## config.mk

```make
export PLATFORM = sky130hd
export DESIGN_NAME = mem_access_ctrl
export DESIGN_NICKNAME = d
export VERILOG_FILES = /design/src/rtl/mem_access_ctrl.sv
export SDC_FILE = /design/constraint.sdc
export NUM_CORES = 1
export LEC_CHECK = 0
export ABC_AREA = 1
export BUFFER_PORTS_ARGS = -buffer_cell sky130_fd_sc_hd__buf_2
export CAP_MARGIN = 0
export CORE_ASPECT_RATIO = 1.75
export CORE_MARGIN = 3
export CORE_UTILIZATION = 53
export DETAILED_ROUTE_END_ITERATION = 6
export PLACE_DENSITY = 0.83
export SETUP_SLACK_MARGIN = 0.02
export SLEW_MARGIN = 20
export SYNTH_ARGS = -nofsm -noshare
export SYNTH_HDL_FRONTEND = slang
export SYNTH_SLANG_ARGS = --single-unit
```

## constraint.sdc

```tcl
create_clock -name i_clk -period 3.6 [get_ports i_clk]
set_input_delay 0 -clock i_clk [delete_from_list [all_inputs] [get_ports i_clk]]
set_output_delay 0 -clock i_clk [all_outputs]
set_load 0.02 [all_outputs]
```

## src/rtl/mem_access_ctrl.sv

```systemverilog
// MEM-stage load/store unit. Accepts one load/store from EX and runs a
// req/ack transaction on the data bus. The pipeline is stalled until the
// transaction finishes. Store data is placed on the correct byte lanes, and
// load data is extracted and sign/zero-extended. Misaligned requests and bus
// timeouts raise a one-cycle exception pulse; they do not issue or hang.
module mem_access_ctrl #(
    parameter int DATA_W  = 32,
    parameter int ADDR_W  = 32,
    parameter int TIMEOUT = 255
) (
    input  logic              i_clk,
    input  logic              i_reset,
    input  logic              i_ex_mem_en,
    input  logic              i_ex_mem_we,
    input  logic [2:0]        i_ex_funct3,
    input  logic [ADDR_W-1:0] i_ex_alu_out,
    input  logic [DATA_W-1:0] i_ex_store_data,
    output logic              o_bus_req,
    output logic              o_bus_we,
    output logic [ADDR_W-1:0] o_bus_addr,
    output logic [3:0]        o_bus_be,
    output logic [DATA_W-1:0] o_bus_wdata,
    input  logic [DATA_W-1:0] i_bus_rdata,
    input  logic              i_bus_ack,
    output logic              o_mem_stall,
    output logic [DATA_W-1:0] o_mem_data_to_gpr,
    output logic              o_misalign_exc,
    output logic              o_bus_err_exc
);

    typedef enum logic [1:0] {IDLE, ACCESS, DONE} state_t;

    localparam logic [7:0] CNT_LAST = 8'(TIMEOUT - 1);

    state_t      r_state;
    logic [7:0]  r_cnt;
    logic        r_we;
    logic        r_is_b;
    logic        r_is_h;
    logic        r_uns;
    logic [1:0]  r_lane;

    logic              w_is_b;
    logic              w_is_h;
    logic              w_uns;
    logic              w_misalign;
    logic              w_accept;
    logic [3:0]        w_be;
    logic [DATA_W-1:0] w_wdata;
    logic [7:0]        w_byte;
    logic [15:0]       w_half;
    logic [DATA_W-1:0] w_load;

    // Decode the access size. BU/HU are load-only encodings. Any undefined
    // encoding, or BU/HU used with a store, falls back to a word access.
    always_comb begin
        w_is_b     = (i_ex_funct3[1:0] == 2'b00) && (!i_ex_funct3[2] || !i_ex_mem_we);
        w_is_h     = (i_ex_funct3[1:0] == 2'b01) && (!i_ex_funct3[2] || !i_ex_mem_we);
        w_uns      = i_ex_funct3[2] && !i_ex_mem_we && (w_is_b || w_is_h);
        w_misalign = w_is_b ? 1'b0 :
                     w_is_h ? i_ex_alu_out[0] : (i_ex_alu_out[1:0] != 2'b00);
        w_accept   = (r_state == IDLE) && i_ex_mem_en && !w_misalign;
        w_be       = w_is_b ? (4'b0001 << i_ex_alu_out[1:0]) :
                     w_is_h ? (4'b0011 << i_ex_alu_out[1:0]) : 4'b1111;
        w_wdata    = w_is_b ? {4{i_ex_store_data[7:0]}} :
                     w_is_h ? {2{i_ex_store_data[15:0]}} : i_ex_store_data;
    end

    // Select the addressed lane of the read data and extend it to full width.
    always_comb begin
        w_byte = i_bus_rdata[8*r_lane +: 8];
        w_half = r_lane[1] ? i_bus_rdata[31:16] : i_bus_rdata[15:0];
        if (r_is_b)
            w_load = r_uns ? {24'd0, w_byte} : {{24{w_byte[7]}}, w_byte};
        else if (r_is_h)
            w_load = r_uns ? {16'd0, w_half} : {{16{w_half[15]}}, w_half};
        else
            w_load = i_bus_rdata;
    end

    // The stall must be high during the accept cycle, before any state has
    // changed, so it is combinational. It is low in DONE so that EX/MEM can
    // capture the result.
    assign o_mem_stall = w_accept || (r_state == ACCESS);

    // Transaction FSM. The bus outputs are registered and held for the whole
    // ACCESS state. They are cleared when the transaction ends.
    always_ff @(posedge i_clk) begin
        if (!i_reset) begin
            r_state           <= IDLE;
            r_cnt             <= 8'd0;
            r_we              <= 1'b0;
            r_is_b            <= 1'b0;
            r_is_h            <= 1'b0;
            r_uns             <= 1'b0;
            r_lane            <= 2'd0;
            o_bus_req         <= 1'b0;
            o_bus_we          <= 1'b0;
            o_bus_addr        <= '0;
            o_bus_be          <= 4'd0;
            o_bus_wdata       <= '0;
            o_mem_data_to_gpr <= '0;
            o_misalign_exc    <= 1'b0;
            o_bus_err_exc     <= 1'b0;
        end else begin
            o_misalign_exc <= 1'b0;
            o_bus_err_exc  <= 1'b0;
            case (r_state)
                IDLE: begin
                    if (i_ex_mem_en && w_misalign) begin
                        o_misalign_exc <= 1'b1;
                    end else if (w_accept) begin
                        r_state     <= ACCESS;
                        r_cnt       <= 8'd0;
                        r_we        <= i_ex_mem_we;
                        r_is_b      <= w_is_b;
                        r_is_h      <= w_is_h;
                        r_uns       <= w_uns;
                        r_lane      <= i_ex_alu_out[1:0];
                        o_bus_req   <= 1'b1;
                        o_bus_we    <= i_ex_mem_we;
                        o_bus_addr  <= {i_ex_alu_out[ADDR_W-1:2], 2'b00};
                        o_bus_be    <= w_be;
                        o_bus_wdata <= w_wdata;
                    end
                end
                ACCESS: begin
                    if (i_bus_ack || r_cnt == CNT_LAST) begin
                        r_state     <= DONE;
                        r_cnt       <= 8'd0;
                        o_bus_req   <= 1'b0;
                        o_bus_we    <= 1'b0;
                        o_bus_addr  <= '0;
                        o_bus_be    <= 4'd0;
                        o_bus_wdata <= '0;
                        if (i_bus_ack && !r_we)
                            o_mem_data_to_gpr <= w_load;
                        if (!i_bus_ack)
                            o_bus_err_exc <= 1'b1;
                    end else begin
                        r_cnt <= r_cnt + 8'd1;
                    end
                end
                DONE:    r_state <= IDLE;
                default: r_state <= IDLE;
            endcase
        end
    end

endmodule

```

==> reports/results.ini <==
[outcome]
outcome=complete, no violations

[global_route]
grt_max_degree=66
grt.total_usage_pct=34.8
overflow=0
grt_pass1_vias=6444
antenna_found_initial=0
grt_first_pass_wirelength_mm=33.1

[clock_network]
cts_sinks=118
cts_made_buffers=17
cts_tree=done
clkSlewWorstSetupHoldPaths_ns=0.06
htree_levels=4
hold_buffers=74
ctsRootBufferMaster=clkbuf_16
cts_buffer_depth=2
postCtsSetupRepairBufs=0
clock_latency_ns=0.42
ctsResizeCount=0

[die]
initial_core_util_pct=54.3
rows=49
num_io_pins=209
die_x_um=83.7
die_h_um=142
core_mm2=0.0103
dieArea_mm2=0.0119

[timing]
hold_viol_final=0
tns_ns=0
hold_ws_ns=0.0142
layout_worst_path_cycle_share_pct=69.2
slew_headroom_pct=41.4
rsz0062_at_grt=false
period_needed_ns=2.49
fmax_mhz=402
drv_slew=0
finalSetupViolations=0
skew_ns=0.0120
tightest_slew_ns=0.879

[setup_path]
start_kind=input pin
crit_fanout=17
worst_setup_path_end_kind=register
worstPathArrival_ns=2.83
worst-setup-path-type=input pin to register
r2r_slack_ns=1.26
cp_data_required_time_ns=3.94

[synth]
synth_top_cell_area_share_pct=42.2
ys.warnings.count=0
synth_seq_area_share_pct=42.2
synth_area_leaders=dfxtp_1 42%, nand2_1 16%, a21oi_1 8.9%, nor2_1 5.2%, o21ai_0 5.1%
synth_area_mm2=0.00559
synth.area.mux_share_pct=0
postSynthAreaPerCell_um2=6.76
synth_top_family_by_area=simple AND/OR/NAND/NOR gates
synth.distinct_cells=33
synth_compound_area_share_pct=19.8
netlist.top_cell.by_area=dfxtp_1
syn-instance-count=827
synth_xor_area_share_pct=0.313
ys_ff_latch=118
synth_adder_area_share_pct=1.34
synth_simple_gate_area_share_pct=26.6

[power]
p_leak_nw=3.82
power_density_mw_per_mm2=477
ir_worst_vdd_uv=376
power_mw=3.77

[place]
dp.cells=1112
gp_congestion=0.930
port_buffers=206
hpwl_mm=12.6

[finish]
finalNonFillerCells=1218
fin_nets=1188
drive_gt1_share_pct=24.6
area_delta_synth_final_pct=41.1
final_cell_mix=235 x nand2_1, 206 x buf_2, 118 x dfxtp_1
diodes=0
fin_util_pct=76.7
final_common_cell=nand2_1

[detailed_routing]
drt_first_pass_iters=6
drtIter0Drc=427
post-route-drc-count=0
wl_mm=20.9
viasPerCell=5.53
vias=6735
ant_nets=0
routedWlPerCell_um=17.2

[run]
drv_cap=0

[hold_path]
min_path_type=input pin to register

registers in the layout, summed over array words and instances, names as in the netlist:
| register | flops |
|---|---|
| r_is_h | 1 |
| o_bus_we | 1 |
| r_uns | 1 |
| r_cnt | 8 |
| o_bus_err_exc | 1 |
| o_mem_data_to_gpr | 32 |
| o_bus_req | 1 |
| r_is_b | 1 |
| r_state | 2 |
| r_lane | 2 |
| o_bus_be | 4 |
| o_misalign_exc | 1 |
| o_bus_addr | 30 |
| r_we | 1 |
| o_bus_wdata | 32 |
cell type report:
class | instances | area [um^2]
clock buffers | 17 | 425
clock inverters | 15 | 169
fillers | 731 | 2400
inverters | 69 | 263
multi-input cells | 587 | 2710
flip-flops and latches | 118 | 2360
well taps | 127 | 159
repair buffers | 285 | 1810
Yosys cell counts:
master	n
nand2_1	235
dfxtp_1	118
a21oi_1	100
nor2_1	77
inv_1	62
o21ai_0	57
nand3_1	32
clkbuf_1	27
o21ai_1	20
o211ai_1	17
buf_2	16
or2_2	9
a31oi_1	8
o22ai_1	7
buf_6	6
ha_1	6
nand2_2	6
inv_2	4
buf_1	2
buf_4	2
nand4_1	2
nor2_2	2
nor3_1	2
clkbuf_2	1
clkinv_1	1
clkinv_2	1
conb_1	1
inv_4	1
nand2_4	1
nor3_2	1
nor3b_1	1
xnor2_1	1
xor2_1	1
logic make-up (layout without fill, tap and decap cells):
| group | count (synthesis) | in the layout |
|---|---|---|
| buffers and inverters | 123 | 386 |
| adders and majority gates | 6 | 6 |
| and+or+nand+nor | 368 | 368 |
| AOI/OAI and AO/OA | 209 | 209 |
| DFF | 118 | 118 |
| xor gates and xnor gates | 2 | 2 |
| other | 1 | 2 |
critical path: stages:
cell	delay (ns)
dlygate4sd3_1	0.54
buf_2	0.14
nand2_2	0.10
nand2_2	0.20
inv_1	0.39
nand2_1	0.36
inv_1	0.44
nand2_1	0.13
o21ai_0	0.26
nand2_1	0.11
a21oi_1	0.16
where the power goes:
group	total [mW]	switching (mW)	internal (mW)	leakage (nW)
registers	1.42	0.0474	1.37	0.960
clock network	1.71	0.677	1.03	0.283
logic	0.638	0.399	0.238	2.57
total	3.77	1.12	2.65	3.82
worst paths after layout:
| check | start | end | depth (start not counted) |
|---|---|---|---|
| setup / recovery | i_ex_mem_we | o_bus_wdata[28] | 11 |
| hold / removal | i_ex_store_data[31] | o_bus_wdata[31] | 5 |
| setup reg to reg | r_is_h | o_mem_data_to_gpr[0] | 6 |
| hold reg to reg | o_bus_req | o_bus_req | 2 |
per-stage QoR:
stage	instance area, um^2	setup WS [ns]
2_1_floorplan	5600	2.09
4_1_cts	7890	0.998
3_5_place_dp	6560	1.14
6_report	7900	1.11
3_3_place_gp	6560	1.27
5_1_grt	7900	0.936
routing by layer:
layer | track usage [%] | wire (um) | up-vias
met5 | 0 | 0 | -
met3 | 8.83 | 1740 | 79
li1 | - | - | 3172
met2 | 63.1 | 10700 | 411
met1 | 37.0 | 7350 | 3073
met4 | 17.8 | 1120 | 0
No activity file was read; power rests on OpenSTA's default activity.
